===== config.mk =====
export PLATFORM = sky130hd
export DESIGN_NAME = final_image_buffer
export DESIGN_NICKNAME = d
export VERILOG_FILES = /design/src/rtl/final_image_pkg.sv /design/src/rtl/final_image_ram.sv /design/src/rtl/final_image_buffer.sv
export SDC_FILE = /design/constraint.sdc
export NUM_CORES = 2
export LEC_CHECK = 0
export CORE_MARGIN = 5
export CORE_UTILIZATION = 59
export CTS_BUF_LIST = sky130_fd_sc_hd__clkbuf_4 sky130_fd_sc_hd__clkbuf_8
export DETAILED_ROUTE_END_ITERATION = 16
export GPL_TIMING_DRIVEN = 0
export PLACE_DENSITY_LB_ADDON = 0.12
export SETUP_SLACK_MARGIN = 0.4
export SLEW_MARGIN = 20
export SYNTH_ARGS = -nofsm -noshare
export SYNTH_HDL_FRONTEND = slang
export SYNTH_SLANG_ARGS = --single-unit

===== constraint.sdc =====
create_clock -name CLK -period 3.3 [get_ports CLK]
set_clock_uncertainty 0.1 [all_clocks]
set_input_delay 0.66 -clock CLK [delete_from_list [all_inputs] [get_ports CLK]]
set_output_delay 0.66 -clock CLK [all_outputs]
set_load 0.005 [all_outputs]

===== src/rtl/final_image_pkg.sv =====
// final_image_pkg
// Shared definitions for the final image frame store: default geometry
// constants and the fill/drain state type used by final_image_buffer.
package final_image_pkg;

  localparam int unsigned FIB_DATA_W = 8;
  localparam int unsigned FIB_DEPTH  = 256;
  localparam int unsigned FIB_ADDR_W = 8;

  typedef enum logic [1:0] {
    FILL  = 2'd0,
    DRAIN = 2'd1,
    DONE  = 2'd2
  } fib_state_t;

endpackage


===== src/rtl/final_image_ram.sv =====
// final_image_ram
// Simple dual-port frame memory: one write port, one synchronous read port
// with 1-cycle latency. No reset on the array or read register so the
// storage maps onto block RAM.
//   clk : clock
//   we  : write enable       wa : write address     wd : write data
//   re  : read enable        ra : read address      rd : registered read data
module final_image_ram #(
  parameter int unsigned DATA_W = 8,
  parameter int unsigned DEPTH  = 256,
  parameter int unsigned IDX_W  = 8
) (
  input  logic              clk,
  input  logic              we,
  input  logic [IDX_W-1:0]  wa,
  input  logic [DATA_W-1:0] wd,
  input  logic              re,
  input  logic [IDX_W-1:0]  ra,
  output logic [DATA_W-1:0] rd
);

  logic [DATA_W-1:0] mem [DEPTH];

  always_ff @(posedge clk) begin
    if (we) mem[wa] <= wd;
    if (re) rd <= mem[ra];
  end

endmodule


===== src/rtl/final_image_buffer.sv =====
// final_image_buffer
// Frame store at the tail of the output path. Pixels arrive through a
// random-access write port; once every address has been written the frame
// is streamed out in address order over a valid/ready interface.
//   CLK, RST_N              : clock, asynchronous active-low reset
//   CLEAR                   : synchronous flush back to FILL
//   WE, WA, WD              : pixel write port
//   OUT_VALID/READY/DATA/LAST : output stream, LAST on index DEPTH-1
//   BUSY                    : high while draining
//   FRAME_DONE              : one-cycle pulse after the last beat
//   FILL_COUNT              : distinct addresses written this frame
//   ERR_ADDR, ERR_OVERRUN   : sticky write-error flags
module final_image_buffer
  import final_image_pkg::*;
#(
  parameter int unsigned DATA_W = FIB_DATA_W,
  parameter int unsigned DEPTH  = FIB_DEPTH,
  parameter int unsigned ADDR_W = FIB_ADDR_W
) (
  input  logic              CLK,
  input  logic              RST_N,
  input  logic              CLEAR,
  input  logic              WE,
  input  logic [ADDR_W-1:0] WA,
  input  logic [DATA_W-1:0] WD,
  output logic              OUT_VALID,
  input  logic              OUT_READY,
  output logic [DATA_W-1:0] OUT_DATA,
  output logic              OUT_LAST,
  output logic              BUSY,
  output logic              FRAME_DONE,
  output logic [ADDR_W:0]   FILL_COUNT,
  output logic              ERR_ADDR,
  output logic              ERR_OVERRUN
);

  localparam int unsigned     IDX_W   = $clog2(DEPTH);
  localparam logic [ADDR_W:0] DEPTH_C = (ADDR_W+1)'(DEPTH);
  localparam logic [ADDR_W:0] LAST_C  = (ADDR_W+1)'(DEPTH - 1);
  localparam logic [ADDR_W:0] ONE_C   = (ADDR_W+1)'(1);

  fib_state_t        state_q, state_d;
  logic [DEPTH-1:0]  valid_q;
  logic [ADDR_W:0]   fill_count_q;
  logic [ADDR_W:0]   rd_ptr_q;
  logic              pend_q, pend_last_q;
  logic              out_valid_q, out_last_q;
  logic [DATA_W-1:0] out_data_q;
  logic              skid_valid_q, skid_last_q;
  logic [DATA_W-1:0] skid_data_q;
  logic              err_addr_q, err_overrun_q;
  logic [DATA_W-1:0] ram_rd;

  logic              wa_in_range;
  logic [IDX_W-1:0]  wa_idx;
  logic              fill_wr;
  logic              new_px;
  logic              xfer;
  logic              last_xfer;
  logic [2:0]        occ;
  logic              rd_issue;

  always_comb begin
    wa_in_range = ({1'b0, WA} < DEPTH_C);
    wa_idx      = WA[IDX_W-1:0];
    fill_wr     = (state_q == FILL) && WE && wa_in_range && !CLEAR;
    new_px      = fill_wr && !valid_q[wa_idx];
    xfer        = out_valid_q && OUT_READY;
    last_xfer   = xfer && out_last_q;
    // Beats held or in flight once this cycle's transfer is retired; a new
    // read is only issued if the output+skid pair can still absorb it.
    occ         = {2'b0, out_valid_q} + {2'b0, skid_valid_q} + {2'b0, pend_q}
                - {2'b0, xfer};
    rd_issue    = (state_q == DRAIN) && (rd_ptr_q < DEPTH_C) && (occ < 3'd2);
  end

  always_comb begin
    state_d = state_q;
    unique case (state_q)
      FILL:    if (fill_count_q == DEPTH_C) state_d = DRAIN;
      DRAIN:   if (last_xfer) state_d = DONE;
      DONE:    state_d = FILL;
      default: state_d = FILL;
    endcase
  end

  final_image_ram #(
    .DATA_W (DATA_W),
    .DEPTH  (DEPTH),
    .IDX_W  (IDX_W)
  ) u_ram (
    .clk (CLK),
    .we  (fill_wr),
    .wa  (wa_idx),
    .wd  (WD),
    .re  (rd_issue),
    .ra  (rd_ptr_q[IDX_W-1:0]),
    .rd  (ram_rd)
  );

  // FSM, fill bookkeeping and error flags
  always_ff @(posedge CLK or negedge RST_N) begin
    if (!RST_N) begin
      state_q       <= FILL;
      valid_q       <= '0;
      fill_count_q  <= '0;
      rd_ptr_q      <= '0;
      pend_q        <= 1'b0;
      pend_last_q   <= 1'b0;
      err_addr_q    <= 1'b0;
      err_overrun_q <= 1'b0;
    end else if (CLEAR) begin
      state_q       <= FILL;
      valid_q       <= '0;
      fill_count_q  <= '0;
      rd_ptr_q      <= '0;
      pend_q        <= 1'b0;
      pend_last_q   <= 1'b0;
      err_addr_q    <= 1'b0;
      err_overrun_q <= 1'b0;
    end else begin
      state_q <= state_d;
      if (fill_wr) valid_q[wa_idx] <= 1'b1;
      if (new_px) fill_count_q <= fill_count_q + ONE_C;
      if (WE && (state_q == FILL) && !wa_in_range) err_addr_q <= 1'b1;
      if (WE && (state_q != FILL)) err_overrun_q <= 1'b1;
      if (rd_issue) rd_ptr_q <= rd_ptr_q + ONE_C;
      if (state_q == DONE) begin
        valid_q      <= '0;
        fill_count_q <= '0;
        rd_ptr_q     <= '0;
      end
      pend_q      <= rd_issue;
      pend_last_q <= rd_issue && (rd_ptr_q == LAST_C);
    end
  end

  // Output register with a one-entry skid behind it: RAM data lands in the
  // output register when it is free, otherwise in the skid entry.
  always_ff @(posedge CLK or negedge RST_N) begin
    if (!RST_N) begin
      out_valid_q  <= 1'b0;
      out_data_q   <= '0;
      out_last_q   <= 1'b0;
      skid_valid_q <= 1'b0;
      skid_data_q  <= '0;
      skid_last_q  <= 1'b0;
    end else if (CLEAR) begin
      out_valid_q  <= 1'b0;
      out_last_q   <= 1'b0;
      skid_valid_q <= 1'b0;
      skid_last_q  <= 1'b0;
    end else if (!out_valid_q || OUT_READY) begin
      if (skid_valid_q) begin
        out_valid_q  <= 1'b1;
        out_data_q   <= skid_data_q;
        out_last_q   <= skid_last_q;
        skid_valid_q <= pend_q;
        skid_data_q  <= ram_rd;
        skid_last_q  <= pend_last_q;
      end else if (pend_q) begin
        out_valid_q <= 1'b1;
        out_data_q  <= ram_rd;
        out_last_q  <= pend_last_q;
      end else begin
        out_valid_q <= 1'b0;
        out_last_q  <= 1'b0;
      end
    end else if (pend_q) begin
      skid_valid_q <= 1'b1;
      skid_data_q  <= ram_rd;
      skid_last_q  <= pend_last_q;
    end
  end

  assign OUT_VALID   = out_valid_q;
  assign OUT_DATA    = out_data_q;
  assign OUT_LAST    = out_last_q;
  assign BUSY        = (state_q == DRAIN);
  assign FRAME_DONE  = (state_q == DONE);
  assign FILL_COUNT  = fill_count_q;
  assign ERR_ADDR    = err_addr_q;
  assign ERR_OVERRUN = err_overrun_q;

endmodule


# Word level (Yosys, flattened, before mapping)
# Memory sizes are Yosys's and may differ from the RTL's. A register that Yosys moved wholly into a read port is not among the register bits.
# Cells that the tools add are included.
# W data, S select, Z words.
[classes]
eq_ne = 8
n_reduce_logical = 28
magnitude_cmp = 4
n_mux = 43
add_sub_neg = 5
bitwise = 2
[ops]
columns = ["cell", "count"]
rows = [
  ["$mux W256", 3],
  ["$or A256 B256 Y256", 1],
  ["$mux W9", 6],
  ["$mux W8", 4],
  ["$mux W1", 24],
  ["$add A9 B1 Y9 const B", 2],
  ["$reduce_bool A3 Y1", 4],
  ["$logic_and A1 B1 Y1", 10],
  ["$reduce_bool A2 Y1", 5],
  ["$eq A9 B8 Y1 const B", 1],
  ["$eq A9 B9 Y1 const B", 1],
  ["$lt A8 B9 Y1 const B", 1],
  ["$lt A9 B9 Y1 const B", 1],
  ["$bmux W1 S8", 1],
  ["$demux W1 S8", 1],
  ["$ge A8 B1 Y1 const B", 1],
  ["$mux W2", 3],
  ["$ne A3 B2 Y1 const B", 2],
  ["$reduce_and A3 Y1", 2],
  ["$pmux W2 S2", 1],
  ["$reduce_and A2 Y1", 2],
  ["$add A2 B1 Y3", 1],
  ["$logic_not A1 Y1", 3],
  ["$lt A3 B2 Y1 const B", 1],
  ["9 further kinds", 9],
]
[totals]
wordCells = 104
reg_bits = 299
memories = 1
ramBits = 2048
[memory_table]
columns = ["name", "depth", "width", "rd", "rd_ports_with_merged_regs", "wr", "line", "text"]
rows = [
  ["u_ram.mem", 256, 8, 1, 1, 1, "final_image_ram.sv:22", "logic [DATA_W-1:0] mem [DEPTH];"],
]

# Logic depth before layout (Yosys ltp)
[logic_depth]
depth_word = 8
ltp_mapped = 13
mapped_depth_nobuf = 12

# Modules after synthesis
# Synthesis repeated with hierarchy kept, for this count alone.
[unflattened]
hier_cells = 5013
hier_area_um2 = 93088.0
[modules_own_cells]
columns = ["module", "instances", "seq_area_each_um2", "cells_each", "area_each_um2"]
rows = [
  ["final_image_ram", 1, 61739.2, 3733, 79636.4],
  ["final_image_buffer", 1, 7482.2, 1280, 13451.7],
]

# Worst setup path before layout
# OpenSTA, ideal clock, no wires.
[synth_timing]
path_type = "register -> register"
startpoint = "register rd_ptr_q[0]"
endpoint = "register u_ram.rd[0] (read register of u_ram.mem), data pin"
slack_ns = -0.171
setup_time_ns = 0.259
n_path_buf = 3
stages_incl_launch_ff = 9
required_ns = 2.941
t_arrival_ns = 3.112
cell_sequence = "dfrtp_1 -> clkbuf_1 -> clkbuf_1 -> buf_1 -> mux4_2 -> mux4_2 -> mux4_2 -> a22oi_1 -> nand2_1"
[synth_via]
elab_chain_len = 3
[synth_rtl]
columns = ["item", "line", "text"]
rows = [
  ["start, declared", "final_image_buffer.sv:45", "logic [ADDR_W:0] rd_ptr_q;"],
  ["start signal, assigned", "final_image_buffer.sv:127", "if (rd_issue) rd_ptr_q <= rd_ptr_q + ONE_C;"],
  ["$lt A9 B9 Y1", "final_image_buffer.sv:74", "rd_issue = (state_q == DRAIN) && (rd_ptr_q < DEPTH_C) && (occ < 3'd2);"],
  ["$logic_and A1 B1 Y1 (2 in series)", "final_image_buffer.sv:74", ""],
  ["end, declared", "final_image_ram.sv:19", "output logic [DATA_W-1:0] rd"],
]
# Parallel ways exist; a longest one is shown, timed or not.
# A chain may end at the register's enable or synchronous reset.

# Worst setup path after layout
[layout_timing]
startpoint = "register rd_ptr_q[0]"
endpoint = "register u_ram.rd[2] (read register of u_ram.mem), data pin"
# The elaborated chain is that of the path after synthesis.

==> run metrics <==
Layout Area Growth over Synthesis=17.4%; number of violations of the max-capacitance limit=0; power per cell area=544 nW/µm²; Die W=approximately 400 µm; crit start category=register; Cells after Synth=4,380; average footprint of a synthesized cell=20.9 µm²; Peak Freq=roughly 270 MHz; post-layout instance count excluding filler cells=approximately 7,300; top-level I/O count=44; post-route minimum period=approximately 3.7 ns; summed area of non-filler cells in the final layout=approximately 110,000 µm²; number of storage elements in the synthesis netlist=2,355; clock edge transition at the registers on the reported setup and hold paths=0.06 ns; first-pass GRT wire length=366,000 µm; leakage power summed over all cells=~35 nW; global route hottest layer=met2; count of flip-flops with a built-in enable after synthesis=approximately 2,100; via count of the routed design=49,687; vias in the first global route=about 48,000; warnings from Yosys=0; vias per cell=6.82; CP Launch Point=rd_ptr_q[0]; violations in the final reports=negative setup slack; netlist area before placement=91,600 µm²; placeable core region=154,000 µm²; last element of the critical path=u_ram.rd[2]; total negative setup slack=-17.19 ns; starting density of the core=0.594; largest net degree at the start of global routing=141; class of the tightest hold or removal check=in2reg; final-report hold violation count=0; sequential fraction of the synthesis area=0.755; Synth Flop Type=sky130_fd_sc_hd__edfxtp_1; ANT nets after route=0; number of CTS-inserted buffers=380; vertical die dimension=404 µm; kind of critical path=reg2reg; area post-placement=95,800 µm²; GR Util met3=0.113; DR WL/cell=36.7 µm; row count=144; count of buffers inserted at the top-level ports=38; Die ar.=approximately 160,000 µm²; drt initial violations=7,583; FF-to-FF Start=rd_ptr_q[0]; logic depth of the worst register-to-register path=8; clock tree from TritonCTS=done; Final Setup Violations=197; number of max-slew violations in the final report=0; placer congestion estimate=0.959; worst path arrival time=4.40 ns; global routing met1 resource utilization=0.462; number of nets in the finished design=roughly 5,000; endpoint of the worst-slack reg-to-reg timing path=u_ram.rd[2]; share of cells above drive strength 1=0.375; net count of the mapped netlist=4,407; antenna violations before repair=12; Final Routed Wirelength=267,000 µm; smallest setup slack after layout=-0.387 ns; Root Buffer Master=sky130_fd_sc_hd__clkbuf_8; total placed cells including tap cells=6,483; register-to-register setup slack=-0.39 ns; Slew @ Worst Pin=1.24 ns; Power, Total=approximately 0.059 W; ys async rst share=0.127; worst endpoint required time=4.01 ns; run status=finished with violations; Max-Slew Margin vs Limit=0.168; number of unique standard cell types used by synthesis=52; M2 GR Usage=0.466; worst skew pair latency=between 1 and 1.5 ns; worst-path maximum fanout=10; Max IR drop VDD=between 0.5 and 0.6 mV; global routing usage summed across all routing layers=0.326; remaining global-route overflow=0; hpwl dp=~170,000 µm; maximum level of the CTS H-tree=5; maximum buffer depth of the clock tree=4; fraction of the cycle the final worst path needs=1.12; setup repair after global routing missed its margin=yes; CP Capture Type=register; Post-route DRC=0; TritonCTS sink count=2,355; number of iterations in the first detailed-routing pass=7
-- flip-flops by register name, summed over array words and instances, names as in the netlist, 2 cells and up --
signal,cells
FILL_COUNT,9
OUT_DATA,8
rd_ptr_q,9
skid_data_q,8
state_q,2
u_ram.mem,2048
u_ram.rd,8
valid_q,256
-- cells in the final DEF, fill, tap and decap left out, types with 12 or more instances in the layout --
cell type,count
sky130_fd_sc_hd__a21oi_1,21
sky130_fd_sc_hd__a22oi_1,20
sky130_fd_sc_hd__a22oi_2,14
sky130_fd_sc_hd__buf_12,101
sky130_fd_sc_hd__buf_16,30
sky130_fd_sc_hd__buf_2,19
sky130_fd_sc_hd__buf_4,50
sky130_fd_sc_hd__buf_6,20
sky130_fd_sc_hd__buf_8,24
sky130_fd_sc_hd__clkbuf_1,48
sky130_fd_sc_hd__clkbuf_2,25
sky130_fd_sc_hd__clkbuf_4,181
sky130_fd_sc_hd__clkbuf_8,439
sky130_fd_sc_hd__clkdlybuf4s50_1,28
sky130_fd_sc_hd__clkinv_1,71
sky130_fd_sc_hd__clkinv_2,33
sky130_fd_sc_hd__dfrtp_1,298
sky130_fd_sc_hd__edfxtp_1,2056
sky130_fd_sc_hd__mux2_2,16
sky130_fd_sc_hd__mux2i_1,52
sky130_fd_sc_hd__mux4_2,714
sky130_fd_sc_hd__nand2_1,28
sky130_fd_sc_hd__nand2_2,32
sky130_fd_sc_hd__nand3_1,12
sky130_fd_sc_hd__nor2_1,426
sky130_fd_sc_hd__nor2_2,94
sky130_fd_sc_hd__nor2_4,138
sky130_fd_sc_hd__nor2b_1,14
sky130_fd_sc_hd__o21a_1,74
-- worst max-delay path, stage by stage, from the launching register on --
cell and delay [ns]:
sky130_fd_sc_hd__dfrtp_2 0.43, sky130_fd_sc_hd__clkbuf_16 0.25, sky130_fd_sc_hd__clkbuf_16 0.25, sky130_fd_sc_hd__buf_12 0.18
sky130_fd_sc_hd__mux4_2 0.53, sky130_fd_sc_hd__mux4_2 0.60, sky130_fd_sc_hd__mux4_2 0.54, sky130_fd_sc_hd__a22oi_2 0.37
sky130_fd_sc_hd__nand2_2 0.14
-- power by group --
part	switching [W]	leakage [nW]	internal [W]	total [W]
sequential	0.0000203	22.6	0.0324	0.0325
combinational	0.00101	7.95	0.000264	0.00128
clock	0.0113	3.96	0.0135	0.0248
-- area by class of cell --
class,instances,area [µm²]
diodes,7,17.5
plain buffers,253,2500
clock buffers,557,6780
clock inverters,115,629
fillers,9378,46600
inverters,11,41.3
multi-input cells,1761,22800
flip-flops and latches,2355,69200
well taps,2044,2560
repair buffers,182,3020
-- how the worst min path moves through the flow --
stage / startpoint / endpoint / slack (ns) / cells after the start
finish: WE / ERR_OVERRUN / 0.09 / 3
CTS: WE / ERR_OVERRUN / 0.03 / 3
global placement: valid_q[73] / valid_q[73] / 0.37 / 1
global route: WE / ERR_OVERRUN / 0.09 / 3
floorplan: RST_N / ERR_OVERRUN / 0.26 / 0
detailed placement: valid_q[139] / valid_q[139] / 0.37 / 1
-- cells in the mapped netlist, types with 3 or more instances --
master	n	area (µm²)
sky130_fd_sc_hd__a21oi_1	21	105
sky130_fd_sc_hd__a221o_1	6	60.1
sky130_fd_sc_hd__a221oi_1	4	35.0
sky130_fd_sc_hd__a22oi_1	34	255
sky130_fd_sc_hd__and2_1	7	43.8
sky130_fd_sc_hd__and3_1	5	31.3
sky130_fd_sc_hd__buf_1	69	259
sky130_fd_sc_hd__buf_2	13	65.1
sky130_fd_sc_hd__clkbuf_1	166	623
sky130_fd_sc_hd__dfrtp_1	299	7480
sky130_fd_sc_hd__edfxtp_1	2056	61700
sky130_fd_sc_hd__ha_1	6	75.1
sky130_fd_sc_hd__inv_1	11	41.3
sky130_fd_sc_hd__mux2_2	16	180
sky130_fd_sc_hd__mux2i_1	52	521
sky130_fd_sc_hd__mux4_1	4	105
sky130_fd_sc_hd__mux4_2	711	16000
sky130_fd_sc_hd__nand2_1	60	225
sky130_fd_sc_hd__nand2b_1	6	37.5
sky130_fd_sc_hd__nand3_1	12	60.1
sky130_fd_sc_hd__nand3b_1	5	37.5
sky130_fd_sc_hd__nand4_1	8	50.1
sky130_fd_sc_hd__nor2_1	657	2470
sky130_fd_sc_hd__nor2b_1	16	100
sky130_fd_sc_hd__nor3_1	6	30.0
sky130_fd_sc_hd__nor4b_1	3	26.3
sky130_fd_sc_hd__o211ai_1	5	37.5
sky130_fd_sc_hd__o21a_1	74	556
sky130_fd_sc_hd__o21ai_0	6	30.0
sky130_fd_sc_hd__o31ai_1	6	45.0
sky130_fd_sc_hd__xnor2_1	3	26.3
sky130_fd_sc_hd__xor2_1	5	43.8
-- cell families after synthesis --
family / count (synthesis) / synth area share
compound gates: 170 / 0.0136
xor+xnor: 8 / 0.000765
fa+ha+maj: 6 / 0.000819
buf+inv: 264 / 0.0114
flops: 2355 / 0.755
mux: 783 / 0.184
other cells: 1 / 0.0000409
simple gates: 793 / 0.0345
-- metal layers --
| layer | up-vias | share of wire |
|---|---|---|
| li1 | 19084 | - |
| met1 | 26247 | 0.37 |
| met2 | 3629 | 0.45 |
| met3 | 725 | 0.13 |
| met4 | 2 | 0.054 |
| met5 | - | 0.000049 |
-- timing repair --
action,in CTS,in global routing
endpoints found under the setup margin,2332,2333
resized for setup,444,279
hold buffers,11,0
endpoints found under the hold margin,338,0
cloned,5,3
pin swaps,14,77
setup buffers,16,88
-- per-stage QoR --
step           utilization  setup WS [ns]  hold WS (ns)
6_report             0.698         -0.387        0.0888
3_5_place_dp         0.621          -2.15         0.375
3_3_place_gp         0.616         -11.77         0.367
5_1_grt              0.697         -0.320        0.0864
2_1_floorplan            -          0.167         0.264
4_1_cts              0.682         -0.294        0.0342
(Power assumes the default switching activity.)
